`src/rtl/throw_pkg.sv`:
```
// -----------------------------------------------------------------------------
// throw_pkg
// Shared types and constants for the projectile (throw) stage.
//   - state_t    : trajectory FSM states
//   - q12_4_t    : signed Q12.4 fixed-point position / velocity
//   - to_q()     : integer pixels -> Q12.4
//   - to_pix()   : Q12.4 -> integer pixel (arithmetic shift, truncated)
// -----------------------------------------------------------------------------
package throw_pkg;

  localparam int FRAC_BITS = 4;
  localparam int FORCE_W   = 10;
  localparam int Q_W       = 16;
  localparam int PIX_W     = 11;

  typedef logic signed [Q_W-1:0] q12_4_t;

  typedef enum logic [1:0] {
    IDLE,
    ARM,
    FLIGHT,
    HOLD
  } state_t;

  function automatic q12_4_t to_q(input int px);
    return q12_4_t'(px * (1 << FRAC_BITS));
  endfunction

  function automatic logic [PIX_W-1:0] to_pix(input q12_4_t v);
    return PIX_W'(v >>> FRAC_BITS);
  endfunction

endpackage

```
`src/rtl/edge_detector.sv`:
```
// -----------------------------------------------------------------------------
// edge_detector
// Registers its input once and flags a single-cycle edge by comparing the live
// input against the registered copy.
//   clk, rst_n : clock, asynchronous active-low reset
//   sig        : level to watch
//   pulse      : high for the cycle in which the selected edge is seen
// Parameter FALLING selects a falling (1) or rising (0) edge.
// -----------------------------------------------------------------------------
module edge_detector #(
  parameter bit FALLING = 1'b0
) (
  input  logic clk,
  input  logic rst_n,
  input  logic sig,
  output logic pulse
);

  logic sig_d;

  // NOTE: state registers use non-blocking assignment so every flop samples
  // the values from before the clock edge, independent of block ordering.
  always_ff @(posedge clk or negedge rst_n) begin
    if (!rst_n) sig_d <= 1'b0;
    else        sig_d <= sig;
  end

  assign pulse = FALLING ? (sig_d && !sig) : (sig && !sig_d);

endmodule

```
`src/rtl/throw_trajectory.sv`:
```
// -----------------------------------------------------------------------------
// throw_trajectory
// Launches a projectile when space is released, steps it once per video frame
// with Q12.4 ballistic physics, and reports position and landing / leaving the
// screen to the sprite and game-logic stages.
//   clk, rst_n     : clock, asynchronous active-low reset
//   space          : space key level (release triggers a throw)
//   throw_force    : power-bar force, valid the cycle after the release
//   vsync          : frame tick on its rising edge
//   proj_x, proj_y : projectile pixel position (proj_y is 0 above the screen)
//   proj_on        : projectile exists (in flight or held after landing)
//   proj_visible   : proj_on and the projectile is not above the screen
//   busy           : a throw is in progress
//   landed         : one-cycle pulse when the projectile lands
//   out_of_bounds  : one-cycle pulse when it leaves the screen horizontally
//   land_x         : x of the last landing, held until the next one
// -----------------------------------------------------------------------------
module throw_trajectory
  import throw_pkg::*;
#(
  parameter int X_LAUNCH    = 876,
  parameter int Y_LAUNCH    = 600,
  parameter int GROUND_Y    = 600,
  parameter int H_RES       = 1024,
  parameter int VX_GAIN     = 2,
  parameter int VY_GAIN     = 2,
  parameter int G_Q         = 4,
  parameter int HOLD_FRAMES = 30
) (
  input  logic               clk,
  input  logic               rst_n,
  input  logic               space,
  input  logic [FORCE_W-1:0] throw_force,
  input  logic               vsync,
  output logic [PIX_W-1:0]   proj_x,
  output logic [PIX_W-1:0]   proj_y,
  output logic               proj_on,
  output logic               proj_visible,
  output logic               busy,
  output logic               landed,
  output logic               out_of_bounds,
  output logic [PIX_W-1:0]   land_x
);

  localparam q12_4_t X0       = to_q(X_LAUNCH);
  localparam q12_4_t Y0       = to_q(Y_LAUNCH);
  localparam q12_4_t Y_GROUND = to_q(GROUND_Y);
  localparam q12_4_t X_MAX    = to_q(H_RES);
  localparam q12_4_t GRAVITY  = q12_4_t'(G_Q);
  localparam int     HOLD_W   = $clog2(HOLD_FRAMES + 1);

  logic space_release;
  logic frame_tick;

  edge_detector #(.FALLING(1'b1)) u_space_edge (
    .clk   (clk),
    .rst_n (rst_n),
    .sig   (space),
    .pulse (space_release)
  );

  edge_detector #(.FALLING(1'b0)) u_vsync_edge (
    .clk   (clk),
    .rst_n (rst_n),
    .sig   (vsync),
    .pulse (frame_tick)
  );

  state_t            state;
  q12_4_t            x, y, vx, vy;
  logic [HOLD_W-1:0] hold_cnt;
  logic              land_evt, oob_evt;
  logic [PIX_W-1:0]  land_x_q;

  q12_4_t force_q, vx_init, vy_init, x_step, y_step;
  logic   off_screen, hit_ground;

  // NOTE: every signal driven here is assigned on every path through the
  // block, so no latch can be inferred.
  always_comb begin
    force_q    = q12_4_t'({{(Q_W-FORCE_W){1'b0}}, throw_force});
    vx_init    = force_q * q12_4_t'(VX_GAIN);
    vy_init    = -(force_q * q12_4_t'(VY_GAIN));
    // Positions advance with the velocity held before this frame's gravity.
    x_step     = x - vx;
    y_step     = y + vy;
    off_screen = (x_step < q12_4_t'(0)) || (x_step >= X_MAX);
    hit_ground = (y_step >= Y_GROUND);
  end

  // Trajectory FSM and physics state.
  always_ff @(posedge clk or negedge rst_n) begin
    if (!rst_n) begin
      state    <= IDLE;
      x        <= '0;
      y        <= '0;
      vx       <= '0;
      vy       <= '0;
      hold_cnt <= '0;
      land_evt <= 1'b0;
      oob_evt  <= 1'b0;
      land_x_q <= '0;
    end else begin
      land_evt <= 1'b0;
      oob_evt  <= 1'b0;
      unique case (state)
        IDLE: begin
          if (space_release) state <= ARM;
        end
        // Force is only valid now, one cycle after the release; any frame
        // tick landing in this cycle is deliberately dropped.
        ARM: begin
          if (throw_force == '0) begin
            state <= IDLE;
          end else begin
            x     <= X0;
            y     <= Y0;
            vx    <= vx_init;
            vy    <= vy_init;
            state <= FLIGHT;
          end
        end
        FLIGHT: begin
          if (frame_tick) begin
            x  <= x_step;
            y  <= y_step;
            vy <= vy + GRAVITY;
            // Leaving the screen takes priority over touching the ground.
            if (off_screen) begin
              oob_evt <= 1'b1;
              state   <= IDLE;
            end else if (hit_ground) begin
              y        <= Y_GROUND;
              land_x_q <= to_pix(x_step);
              land_evt <= 1'b1;
              hold_cnt <= '0;
              state    <= HOLD;
            end
          end
        end
        HOLD: begin
          if (frame_tick) begin
            if (hold_cnt == HOLD_W'(HOLD_FRAMES - 1)) state <= IDLE;
            else                                       hold_cnt <= hold_cnt + 1'b1;
          end
        end
        default: state <= IDLE;
      endcase
    end
  end

  // Output register stage: everything downstream sees is taken from the
  // state/position registers one cycle later.
  logic on_next;
  assign on_next = (state == FLIGHT) || (state == HOLD);

  always_ff @(posedge clk or negedge rst_n) begin
    if (!rst_n) begin
      proj_x        <= '0;
      proj_y        <= '0;
      proj_on       <= 1'b0;
      proj_visible  <= 1'b0;
      busy          <= 1'b0;
      landed        <= 1'b0;
      out_of_bounds <= 1'b0;
      land_x        <= '0;
    end else begin
      proj_x        <= to_pix(x);
      proj_y        <= y[Q_W-1] ? '0 : to_pix(y);
      proj_on       <= on_next;
      proj_visible  <= on_next && !y[Q_W-1];
      busy          <= (state != IDLE);
      landed        <= land_evt;
      out_of_bounds <= oob_evt;
      land_x        <= land_x_q;
    end
  end

endmodule

```
`config.mk`:
```
export PLATFORM = sky130hd
export DESIGN_NAME = throw_trajectory
export DESIGN_NICKNAME = d
export VERILOG_FILES = /design/src/rtl/throw_pkg.sv /design/src/rtl/edge_detector.sv /design/src/rtl/throw_trajectory.sv
export SDC_FILE = /design/constraint.sdc
export NUM_CORES = 1
export LEC_CHECK = 0
export ABC_AREA = 1
export BUFFER_PORTS_ARGS = -buffer_cell sky130_fd_sc_hd__buf_2
export CORE_MARGIN = 2
export CORE_UTILIZATION = 39
export CTS_CLUSTER_DIAMETER = 60
export DETAILED_ROUTE_END_ITERATION = 8
export HOLD_SLACK_MARGIN = 0.1
export PLACE_DENSITY = 0.53
export SLEW_MARGIN = 30
export SYNTH_ARGS = -nofsm -noshare
export SYNTH_HDL_FRONTEND = slang
export SYNTH_SLANG_ARGS = --single-unit
```
`constraint.sdc`:
```
create_clock -name clk -period 3.13 [get_ports clk]
set_input_delay 0.1565 -clock clk [delete_from_list [all_inputs] [get_ports clk]]
set_output_delay 0.1565 -clock clk [all_outputs]
set_load 0.1 [all_outputs]
```
==> impl_metrics.tcl <==
set metrics [dict create \
    synth_edf_count 0 \
    min_from "throw_force[5]" \
    critPathLaunchType "flop" \
    grt_overflow 0 \
    yosysUniqueCellTypes 37 \
    row_count 45 \
    max_slew_margin_pct 46.7 \
    min_path_type "input pin to flop" \
    drc 0 \
    crit_path_end_kind "flop" \
    regToRegSetupSlack_ps 370 \
    io_buffers 51 \
    coreArea_um2 15200 \
    routedWlPerCell_um 13.9 \
    status "finished, final reports clean" \
    worst-setup-path-type "flop to flop" \
    cap_violations 0 \
    min_path_cells 3 \
    syn_nets 801 \
    period_minus_slack_ps 2760 \
    ys_ff_latch 115 \
    critPathMaxStageDelay_ps 400 \
    timing.final.crit_share_pct 88.1 \
    diodes 0 \
    fillers 1520 \
    place_hpwl_mm 10.5 \
    finalClockSkew_ps 8.29 \
    syn-instance-count 758 \
    rsz0062_at_grt "no" \
    antenna_found_initial 0 \
    synthTopCellsByArea "dfrtp_1 47%, nand2_1 13%, inv_1 6.8%, ha_1 5.8%, nand3_1 3.5%" \
    initial_core_util_pct 40.0 \
    grt_use_total_pct 18.5 \
    reg2reg_depth 18 \
    dieArea_um2 16600 \
    cts_tree "done" \
    grt_first_pass_wirelength_mm 23.7 \
    r2r-start "x[1]" \
    arrival_ps 3040 \
    post_cts.repair.setup_buffers 0 \
    globalplace.congestion 0.876 \
    timing.setup.tns_ps 0 \
    crit_top_cell "nand2_1" \
    synth.avg_cell_area_um2 8.02 \
    drtPass1Iterations 5 \
    dieHeight_um 129 \
    ctsResizeCount 0 \
    async_flop_share_pct 100 \
    yosysWarnings 0 \
    drt_iter0_drc 276 \
    die_w_um 129 \
    crit_path_cell_trace "inv_1 -> ha_1 -> inv_1 -> fa_1 -> nand3_1 -> nand3_1 -> a21oi_1 -> inv_1 -> nand2_1 -> nand2_1 -> nand2_1 -> nand2_1 -> nand2_1 -> inv_1 -> nand3_4 -> nand2_2 -> nand2_1 -> nand3_1" \
    drive_above_1_share_pct 14.6 \
    setup_violations 0 \
    vias_per_cell 4.86 \
    crit_fanout 10 \
    via_count 5014 \
    cp.buffers_inverters 4 \
    insertion_delay_ps 420 \
    ant_nets 0 \
    clk_pin_slew_ps 50 \
    yosysSeqAreaShare_pct 47.3 \
    synth_area_leader_cell "dfrtp_1" \
    nets 874 \
    rr_endpoint "y[7]" \
    grt_max_degree 64 \
    cp_slowest_cell "fa_1" \
    pin_count 52 \
    clk_path_buf_depth 2 \
    grt_pass1_vias 4808 \
    worst_pin_slew_ps 800 \
    hold_viol 0 \
    cts_buffers 17 \
    min_to "vx[6]" \
    syn_to_final_growth_pct 19.3 \
    critPathTopFamily "simple AND/OR/NAND/NOR gates" \
    syn-cell-area_um2 6080 \
    cp.required_ps 3410 \
    cts_num_sinks 115 \
    h-tree-depth 4 \
    synthDominantCellAreaShare_pct 47.3 \
    yosys_most_used_dff "dfrtp_1" \
    cts_root_buffer "clkbuf_16" \
    drt-total-wl_mm 14.3 \
    fmax_ghz 0.362 \
    cts_hold_repair.buffers 12 \
    final_max_slew_viol_count 0 \
]
## Yosys cell counts (3+ instances only)
master	number
nand2_2	10
nand3_1	42
nand4_1	8
buf_6	5
nor2_2	6
o21bai_1	3
o21ai_0	39
or2_2	4
xor2_1	13
nor2_1	55
o22ai_1	20
o21ai_1	6
inv_1	110
nand2_1	216
inv_2	8
xnor2_1	4
buf_2	4
ha_1	28
dfrtp_1	115
nor3_1	9
nor3b_1	3
clkbuf_1	6
a31oi_1	4
a21oi_1	24
## logic make-up after synthesis
group / Yosys count / share of synthesized area (%)
flops: 115 / 47.3
simple gates: 358 / 25.1
fa+ha+maj: 29 / 6.09
xor+xnor: 18 / 2.72
buf+inv: 134 / 9.03
compound gates: 104 / 9.77
## through the flow
step                hold WS [ps]  setup WS [ps]  area, µm²  cells  utilization [%]
detailed placement           287            374       6530    988             43.0
finish                       133            371       7260   1031             47.7
floorplan                   -139            774       6080    758                -
global route                 186           92.0       7260   1031             47.7
global placement             279            430       6530    988             43.0
CTS                          114            369       7260   1031             47.7
## registers in the layout, indices dropped and copies added, names as in the netlist
signal / count
busy: 1
proj_on: 1
out_of_bounds: 1
proj_y: 11
state: 2
vx: 10
x: 15
oob_evt: 1
vy: 15
proj_visible: 1
y: 15
hold_cnt: 5
proj_x: 11
land_x_q: 11
land_evt: 1
land_x: 11
landed: 1
u_vsync_edge.sig_d: 1
u_space_edge.sig_d: 1
## layer usage
| layer | global-route usage, % | part of all wire (%) |
|---|---|---|
| met1 | 24.0 | 47 |
| met2 | 30.9 | 48 |
| met3 | 3.58 | 3.1 |
| met4 | 6.84 | 1.5 |
| met5 | 0 | 0 |
## worst reg2reg max path, cell delays in order (launching register included)
cell and delay, ps:
dfrtp_1 350, inv_1 70, ha_1 140, inv_1 60, fa_1 400, nand3_1 90, nand3_1 100, a21oi_1 260
inv_1 70, nand2_1 70, nand2_1 50, nand2_1 50, nand2_1 60, nand2_1 130, inv_1 100, nand3_4 120
nand2_2 200, nand2_1 220, nand3_1 90
## layout by cell type (no fill, tap or decap), drive strengths merged
cell         Yosys  final
a21o             1      1
a21oi           26     26
a22o             1      1
a22oi            1      1
a31oi            4      4
buf             10     58
bufinv           0      3
clkbuf           6     21
clkinv           0      6
clkinvlp         0      1
dfrtp          115    115
dlygate4sd3      0     12
fa               1      1
ha              28     28
inv            118    118
nand2          226    226
nand3           43     43
nand3b           2      2
nand4            8      8
nor2            63     63
nor3             9      9
nor3b            3      3
o2111ai          1      1
o211a            1      1
o21ai           46     46
o21bai           3      3
o22ai           20     20
or2              4      4
xnor2            4      4
xor2            14     14
## worst max path at each step
stage	start	end	depth (start not counted)
after global routing	x[1]	y[13]	18
final	x[1]	y[7]	18
after detailed placement	x[1]	y[13]	18
after floorplan	x[1]	land_x_q[0]	19
after global placement	x[1]	y[7]	18
after CTS	x[1]	y[13]	18
## area by class of cell
type / instances / area, µm² / area share, %
inverter: 118 / 443 / 6.10
timing repair buffer: 70 / 443 / 6.10
sequential: 115 / 2880 / 39.7
clock buffer: 21 / 470 / 6.48
tap: 188 / 235 / 3.24
clock inverter: 10 / 131 / 1.81
multi-input combinational: 509 / 2660 / 36.6
Power is left out: the tool's default activity adds up to more than one toggle a clock period on the data nets, which glitch-free logic cannot reach.
